===== config.mk =====
export PLATFORM = sky130hd
export DESIGN_NAME = clsp_clkgn_div_core_flat
export DESIGN_NICKNAME = d
export VERILOG_FILES = /design/src/rtl/clsp_clkgn_div_core_if.sv /design/src/rtl/clsp_clkgn_div_core.sv /design/src/flat_wrapper.sv
export SDC_FILE = /design/constraint.sdc
export NUM_CORES = 1
export LEC_CHECK = 0
export CAP_MARGIN = 5
export CORE_MARGIN = 3
export CORE_UTILIZATION = 57
export CTS_CLUSTER_SIZE = 40
export DETAILED_ROUTE_END_ITERATION = 10
export PLACE_DENSITY = 0.87
export SKIP_CTS_REPAIR_TIMING = 1
export SYNTH_ARGS = -nofsm -noshare
export SYNTH_HDL_FRONTEND = slang
export SYNTH_SLANG_ARGS = --single-unit

===== constraint.sdc =====
create_clock -name pll_clk -period 3.7 [get_ports pll_clk]
set_input_delay 0.37 -clock pll_clk [delete_from_list [all_inputs] [get_ports pll_clk]]
set_output_delay 0.37 -clock pll_clk [all_outputs]
set_load 0.005 [all_outputs]

===== src/rtl/clsp_clkgn_div_core_if.sv =====
// Control/status bundle for the programmable clock divider: ratio and stretch in,
// divided clock and alignment pulses out.
interface clsp_clkgn_div_core_if;
  logic [4:0] div_ratio;
  logic       stretch_l;
  logic       dom_div;
  logic       align_edge;
  logic       align_edge_b;

  modport master (
    output div_ratio,
    output stretch_l,
    input  dom_div,
    input  align_edge,
    input  align_edge_b
  );

  modport slave (
    input  div_ratio,
    input  stretch_l,
    output dom_div,
    output align_edge,
    output align_edge_b
  );
endinterface


===== src/rtl/clsp_clkgn_div_core.sv =====
// Programmable integer divider of pll_clk with stretch and period-boundary ratio updates.
// Optional scan chain enabled by defining CLKGN_SCAN_EN.
module clsp_clkgn_div_core #(
  parameter int unsigned MAX_DIV = 24,
  parameter int unsigned MIN_DIV = 2
) (
  input  logic                   pll_clk,
  input  logic                   init_l,
`ifdef CLKGN_SCAN_EN
  input  logic                   se,
  input  logic                   si,
  output logic                   so,
`endif
  clsp_clkgn_div_core_if.slave   bus
);

  localparam int unsigned CW = $clog2(MAX_DIV);
  localparam int unsigned NW = $clog2(MAX_DIV + 1);

  logic [CW-1:0] cnt_q, cnt_d;
  logic [NW-1:0] cur_n_q, cur_n_d;
  logic          dom_q, dom_d;
  logic          align_q, align_d;
  logic          align_b_q, align_b_d;
  logic          strch_q, strch_d;
  logic [NW-1:0] req_n;
  logic          wrap;
  logic [NW:0]   half;

  function automatic logic [NW-1:0] clamp(input logic [4:0] x);
    if (32'(x) < MIN_DIV)      return NW'(MIN_DIV);
    else if (32'(x) > MAX_DIV) return NW'(MAX_DIV);
    else                       return NW'(x);
  endfunction

  assign req_n = clamp(bus.div_ratio);

  always_comb begin
    cnt_d     = cnt_q;
    cur_n_d   = cur_n_q;
    dom_d     = dom_q;
    align_d   = 1'b0;
    align_b_d = align_q;
    strch_d   = ~bus.stretch_l;
    wrap      = 1'b0;
    half      = '0;
    if (!init_l) begin
      cur_n_d   = req_n;
      cnt_d     = CW'(req_n - 1'b1);
      dom_d     = 1'b0;
      align_b_d = 1'b0;
      strch_d   = 1'b0;
    end else if (!strch_q) begin
      wrap    = (NW'(cnt_q) == cur_n_q - 1'b1);
      // A new ratio only takes effect on the period that starts at the wrap.
      cur_n_d = wrap ? req_n : cur_n_q;
      cnt_d   = wrap ? '0 : cnt_q + 1'b1;
      half    = ({1'b0, cur_n_d} + 1'b1) >> 1;
      dom_d   = ({1'b0, NW'(cnt_d)} < half);
      align_d = (NW'(cnt_d) == cur_n_d - 1'b1) && !strch_d;
    end
  end

`ifdef CLKGN_SCAN_EN
  localparam int unsigned SW = 4 + CW + NW;
  logic [SW-1:0] chain;
  assign chain = {align_b_q, cur_n_q, cnt_q, align_q, dom_q, strch_q};
  assign so    = align_b_q;
`endif

  always_ff @(posedge pll_clk) begin
`ifdef CLKGN_SCAN_EN
    if (se) begin
      {align_b_q, cur_n_q, cnt_q, align_q, dom_q, strch_q} <= {chain[SW-2:0], si};
    end else
`endif
    begin
      cnt_q     <= cnt_d;
      cur_n_q   <= cur_n_d;
      dom_q     <= dom_d;
      align_q   <= align_d;
      align_b_q <= align_b_d;
      strch_q   <= strch_d;
    end
  end

  assign bus.dom_div      = dom_q;
  assign bus.align_edge   = align_q;
  assign bus.align_edge_b = align_b_q;

endmodule


===== src/flat_wrapper.sv =====
// flat-port wrapper written by rule: the top's interface ports become plain ports
module clsp_clkgn_div_core_flat 
#(
  parameter int unsigned MAX_DIV = 24,
  parameter int unsigned MIN_DIV = 2
)
  (pll_clk, init_l, bus_div_ratio, bus_stretch_l, bus_dom_div, bus_align_edge, bus_align_edge_b);
  clsp_clkgn_div_core_if bus_i ();
  input  logic pll_clk;
  input  logic init_l;
  input wire logic [$bits(bus_i.div_ratio)-1:0] bus_div_ratio;
  input wire logic [$bits(bus_i.stretch_l)-1:0] bus_stretch_l;
  output wire logic [$bits(bus_i.dom_div)-1:0] bus_dom_div;
  output wire logic [$bits(bus_i.align_edge)-1:0] bus_align_edge;
  output wire logic [$bits(bus_i.align_edge_b)-1:0] bus_align_edge_b;
  assign bus_i.div_ratio = bus_div_ratio;
  assign bus_i.stretch_l = bus_stretch_l;
  assign bus_dom_div = bus_i.dom_div;
  assign bus_align_edge = bus_i.align_edge;
  assign bus_align_edge_b = bus_i.align_edge_b;
  clsp_clkgn_div_core #(.MAX_DIV(MAX_DIV), .MIN_DIV(MIN_DIV)) u_core (.pll_clk(pll_clk), .init_l(init_l), .bus(bus_i));
endmodule

==> results of run 1 <==
[cell type report]
type	instances	area [µm²]
Sequential cell	14	380.4
Inverter	6	22.52
Tap cell	27	33.78
Multi-Input combinational cell	110	835.8
Fill cell	161	573.1
Timing Repair Buffer	18	160.2
Clock buffer	4	36.28
[routing by layer]
layer / vias to the layer above / GRT usage / share of wire
li1: 528 / - / -
met3: 9 / 0.02535 / 0.065
met4: 0 / 0.08085 / 0.023
met1: 544 / 0.3143 / 0.42
met5: - / 0 / 0
met2: 49 / 0.3878 / 0.49
[worst max-delay path: cells and delay by family (launching register included)]
family                     cells  cell delay [ps]
DFF                            1              450
adders and majority gates      2              570
AOI/OAI and AO/OA              3              620
buffers and inverters          1              100
and+or+nand+nor                4             1270
xor gates and xnor gates       2              320
[cells in the final DEF (no fill, tap or decap), types with 2 or more instances in the layout]
| cell type | n |
|---|---|
| xnor2_1 | 13 |
| nor2_1 | 11 |
| clkdlybuf4s50_1 | 10 |
| edfxtp_1 | 10 |
| nand2_1 | 8 |
| buf_4 | 8 |
| xor2_1 | 7 |
| ha_1 | 7 |
| inv_1 | 6 |
| mux2i_1 | 6 |
| o21ai_0 | 6 |
| nand3_1 | 5 |
| nor4_1 | 5 |
| mux2_2 | 4 |
| a21oi_1 | 4 |
| dfxtp_1 | 4 |
| nor3_1 | 3 |
| a211oi_1 | 3 |
| clkbuf_4 | 3 |
| or2_2 | 2 |
| nand4_1 | 2 |
| and2_1 | 2 |
| nor2b_1 | 2 |
[worst paths after layout]
path	slack, ps	endpoint	start	cells past startpoint
hold reg to reg	490	u_core.bus.align_edge_b	u_core.bus.align_edge	1
setup reg to reg	320	u_core.bus.dom_div	u_core.cur_n_q[1]	12
hold / removal	490	u_core.bus.align_edge_b	u_core.bus.align_edge	1
setup / recovery	320	u_core.bus.dom_div	u_core.cur_n_q[1]	12
[cell usage after synthesis (all sizes together)]
cell and number:
clkbuf 6, dfxtp 4, a21oi 4, or2 2, edfxtp 10, or4bb 1, nand4 2, mux2i 6
o31a 1, buf 4, nand3 5, or3 2, o21a 1, and3 1, xor2 8, nor3b 1
inv 6, nor4 5, a311oi 1, o21ba 1, o221ai 1, and2 2, nand3b 1, nor2 11
a211oi 3, a21o 1, o211ai 1, nand2 9, ha 7, and4b 1, nor3 4, a2bb2oi 1
o21ai 6, mux2 4, xnor3 1, o2111ai 1, xnor2 13, nor2b 2
[state kept, by name, summed over array words and instances (netlist names)]
name and flops:
u_core.cnt_q 5, u_core.cur_n_q 5, u_core.bus.align_edge 1, u_core.bus.align_edge_b 1
u_core.bus.dom_div 1, u_core.strch_q 1
[metrics by stage]
stage	cells	utilization	hold slack (ps)	worst slack [ps]
2_1_floorplan	140	-	441.6	572.1
3_3_place_gp	169	0.6765	437.2	443.1
3_5_place_dp	169	0.6765	461.2	257.1
4_1_cts	173	0.6942	489.6	156.0
5_1_grt	179	0.7194	491.2	96.58
6_report	179	0.7194	488.1	315.2
[cells by family (layout without fill, tap and decap cells)]
| logic type | count (synthesis) | in the layout | share of synthesized area |
|---|---|---|---|
| flip-flops | 14 | 14 | 0.2963 |
| multiplexers | 10 | 10 | 0.08187 |
| XOR/XNOR | 22 | 22 | 0.1667 |
| adder cells (fa/ha/maj) | 7 | 7 | 0.06822 |
| AO/OA/AOI/OAI | 22 | 22 | 0.1160 |
| AND/OR/NAND/NOR | 49 | 49 | 0.2134 |
| buffers and inverters | 16 | 28 | 0.05750 |
[power groups by stage]
stage	clock, mW	sequential, mW	combinational, mW
3_3_place_gp	0	0.257	0.402
3_5_place_dp	0	0.262	0.418
2_1_floorplan	0	0.236	0.343
4_1_cts	0.115	0.258	0.423
5_1_grt	0.123	0.260	0.512
6_report	0.117	0.256	0.467
==> results.toml, run 1 <==
[yosys]
ys_seq_area_frac = 0.2963
synth.net_count = 155
yosysTopAreaCellShare = 0.2339
synth.distinct_cells = 44
yosysTopAreaCell = "edfxtp_1"
syn_inst = 140
ys_top_cells_by_area = "edfxtp_1 (23%), xnor2_1 (8.9%), ha_1 (6.8%)"
synth_seq_cells = 14
syn_avg_cell_area_um2 = 9.170
synth-warning-count = 0
syn_area_um2 = 1284

[job]
drv_cap = 0

[detailed_routing]
drtPass1Iterations = 6
vias = 1130
drt-total-wl_um = 3086
wire_per_inst_um = 17.24
first_iter_violations = 38
drc = 0
post_drt_via_cell_ratio = 6.313
drtAntennaViolNets = 0

[final_layout]
final_cell_area_um2 = 1469
area_growth_pct = 14.43
nets = 168
antennaDiodeCount = 0
drive_gt1_frac = 0.1579

[min_path]
hold_class = "flip-flop to flip-flop"

[sta]
worstMarginPinSlew_ps = 528.1
finClkSkew_ps = 2.745
period_share = 0.9148
final.setup.tns_ps = 0
drv_slew = 0
setup_violations = 0
slew_headroom = 0.6469
grt_setup_unrepaired = "no"
max_freq_ghz = 0.2954
finalHoldViolCount = 0
min_period_ps = 3385

[worst_setup_path]
crit_chain = "inv_1 -> ha_1 -> xor2_1 -> nand3_1 -> nor3_4 -> a2bb2oi_1 -> xnor2_1 -> ha_1 -> nor2b_1 -> o21ai_0 -> or4bb_1 -> o21ai_0"
cp.required_ps = 3920
crit_path_end_kind = "flip-flop"
cp_max_fo = 11
start_kind = "flip-flop"
slowest_stage = "or4bb_1"
crit_arrival_ps = 3600
worst_path_largest_cell_delay_ps = 470
crit_type = "flip-flop to flip-flop"

[cts]
cts_root_buffer = "clkbuf_4"
insertion_delay_ps = 280
cts_buffer_depth = 2
path_clk_slew_ps = 100
cts_buffers = 3
htreeDepth = 1
clock-sinks = 14
cts_tree = "yes"

[floorplan]
core_um2 = 2042
start_util = 0.6287
ios = 11
rows = 16
die_w_um = 53.46
die_h_um = 53.46
dieArea_um2 = 2857

[pwr]
vdd_drop_max_mv = 0.3388
p_switching_uw = 348.0
power_switching_share = 0.4143
seq_power_share = 0.305
p_leak_nw = 0.5801
p_comb_frac = 0.555
power.internal_uw = 492.0
pwr-share-clk = 0.139
power_uw = 840.1
powerDensity_nw_per_um2 = 571.9

[outcome]
status = "finished clean"

[place]
place_hpwl_um = 2240
place.gp.congestion = 0.9052
placed_area_um2 = 1381
port_buffers = 10

[global_routing]
grt_start_max_net_pins = 16
antenna_found_initial = 0
groute.usage.overall = 0.2352
grt_pass1_wl_um = 4816
grt_pass1_vias = 1015
grt_overflow = 0
Power figures use the tool's default switching activity.
==> inputs of run 2 (changes only) <==
Settings changed: CORE_UTILIZATION 57 to 40, PLACE_DENSITY 0.87 to 0.67, SKIP_CTS_REPAIR_TIMING 1 to default.
==> results.toml, run 2 (synthesized netlist as in run 1, its figures left out) <==
[outcome]
status = "finished clean"

[cts]
cts_buffer_depth = 2
cts_resized = 0
hold_buffers = 0
cts_tree = "yes"
htreeDepth = 1
clock-sinks = 14
cts_setup_buffers = 0
cts_buffers = 3
cts_root_buffer = "clkbuf_4"
insertion_delay_ps = 280
path_clk_slew_ps = 90

[final_layout]
nets = 163
fill_cells = 295
antennaDiodeCount = 0
drive_gt1_frac = 0.1293
most-common-layout-cells = "xnor2_1 (13), nor2_1 (11), clkdlybuf4s50_1 (10), edfxtp_1 (10), nand2_1 (8)"
area_growth_pct = 12.48
final_common_cell = "xnor2_1"
top_regs = "u_core.cnt_q x5, u_core.cur_n_q x5"

[worst_setup_path]
reg2reg_from = "u_core.cur_n_q[2]"
rr_endpoint = "u_core.bus.dom_div"
crit_chain = "xnor3_1 -> nand3_1 -> nor3_2 -> a2bb2oi_1 -> xnor2_1 -> ha_1 -> nor2b_1 -> o21ai_0 -> or4bb_1 -> o21ai_0"
endpoint = "u_core.bus.dom_div"
reg2reg_slack_ps = 400
crit_arrival_ps = 3520
start_kind = "flip-flop"
crit_start = "u_core.cur_n_q[2]"
cp.required_ps = 3920
worst_path_largest_cell_delay_ps = 570
reg2reg_depth = 10
crit_type = "flip-flop to flip-flop"
cpMostUsedCell = "o21ai_0"
cp_max_fo = 12
slowest_stage = "nor3_2"
crit_path_end_kind = "flip-flop"

[floorplan]
start_util = 0.4426
dieArea_um2 = 3925
die_w_um = 62.65
rows = 19
ios = 11
core_um2 = 2900
die_h_um = 62.65

[detailed_routing]
wire_per_inst_um = 14.70
drc = 0
drtAntennaViolNets = 0
vias = 1043
drtPass1Iterations = 4
post_drt_via_cell_ratio = 5.519
drt-total-wl_um = 2779
first_iter_violations = 36

[global_routing]
grt_pass1_vias = 996
grt_pass1_wl_um = 4609
grt_overflow = 0
groute.usage.overall = 0.1460
grt_start_max_net_pins = 16
antenna_found_initial = 0

[job]
drv_cap = 0

[sta]
setup_violations = 0
finalHoldViolCount = 0
min_period_ps = 3300
slew_headroom = 0.5367
worstMarginPinSlew_ps = 691.2
grt_setup_unrepaired = "no"
final.setup.tns_ps = 0
max_freq_ghz = 0.3030
period_share = 0.8920
drv_slew = 0
finClkSkew_ps = 9.648

[pwr]
p_leak_nw = 0.5515
p_comb_frac = 0.543
powerDensity_nw_per_um2 = 548.6
power_uw = 792.1
pwr-share-clk = 0.140
vdd_drop_max_mv = 0.2560
p_switching_uw = 315.4
seq_power_share = 0.316
power.internal_uw = 476.7
power_switching_share = 0.3982

[place]
place_hpwl_um = 2095
port_buffers = 10
place.gp.congestion = 0.9822

[min_path]
hold_class = "flip-flop to flip-flop"
==> run 2: changes by cell type in the layout (fill, tap and decap cells not counted) <==
| cell | delta |
|---|---|
| buf_4 | -5 |
| nor3_2 | +1 |
| nor3_4 | -1 |
==> run 2: power by group through the flow <==
stage	combinational [mW]	sequential (mW)	clock, mW
5_1_grt	0.474	0.256	0.121
6_report	0.430	0.251	0.111
4_1_cts	0.428	0.250	0.115
2_1_floorplan	0.343	0.236	0
3_3_place_gp	0.414	0.253	0
3_5_place_dp	0.418	0.254	0
==> run 2: worst min-delay path by stage <==
| stage | startpoint | cells after the start | endpoint |
|---|---|---|---|
| finish | u_core.bus.align_edge | 1 | u_core.bus.align_edge_b |
| global route | u_core.bus.align_edge | 1 | u_core.bus.align_edge_b |
| CTS | u_core.bus.align_edge | 1 | u_core.bus.align_edge_b |
| detailed placement | u_core.bus.align_edge | 1 | u_core.bus.align_edge_b |
| global placement | u_core.bus.align_edge | 1 | u_core.bus.align_edge_b |
| floorplan | bus_stretch_l | 1 | u_core.strch_q |
==> run 2: cell type report <==
cell class,count,area [µm²],share of cell area
repair buffers,13,122.6,0.08492
multi-input cells,110,829.5,0.5745
well taps,42,52.55,0.03640
inverters,6,22.52,0.01560
clock buffers,4,36.28,0.02513
flip-flops and latches,14,380.4,0.2634
==> run 2: metal layers <==
metal / track usage / vias up / routed length [µm]
met5: 0 / - / 0
met4: 0.06061 / 0 / 61
met3: 0.01619 / 8 / 135
met2: 0.2383 / 38 / 1357
met1: 0.1953 / 481 / 1224
li1: - / 516 / -
==> run 2: through the flow <==
stage	cell area, µm²	setup slack (ps)	instances	hold WS (ps)	util
2_1_floorplan	1284	572.1	140	441.6	-
3_3_place_gp	1408	561.6	185	439.1	0.4853
3_5_place_dp	1408	447.9	185	453.3	0.4853
4_1_cts	1444	424.1	189	473.3	0.4978
5_1_grt	1444	102.7	189	487.2	0.4978
6_report	1444	399.6	189	466.7	0.4978
==> run 2: worst max-delay path: cells and delay by family, from the launching register on <==
kind,cells,cell delay (ps)
xor+xnor,2,480
flops,1,560
fa+ha+maj,1,260
simple gates,4,1340
compound gates,3,600
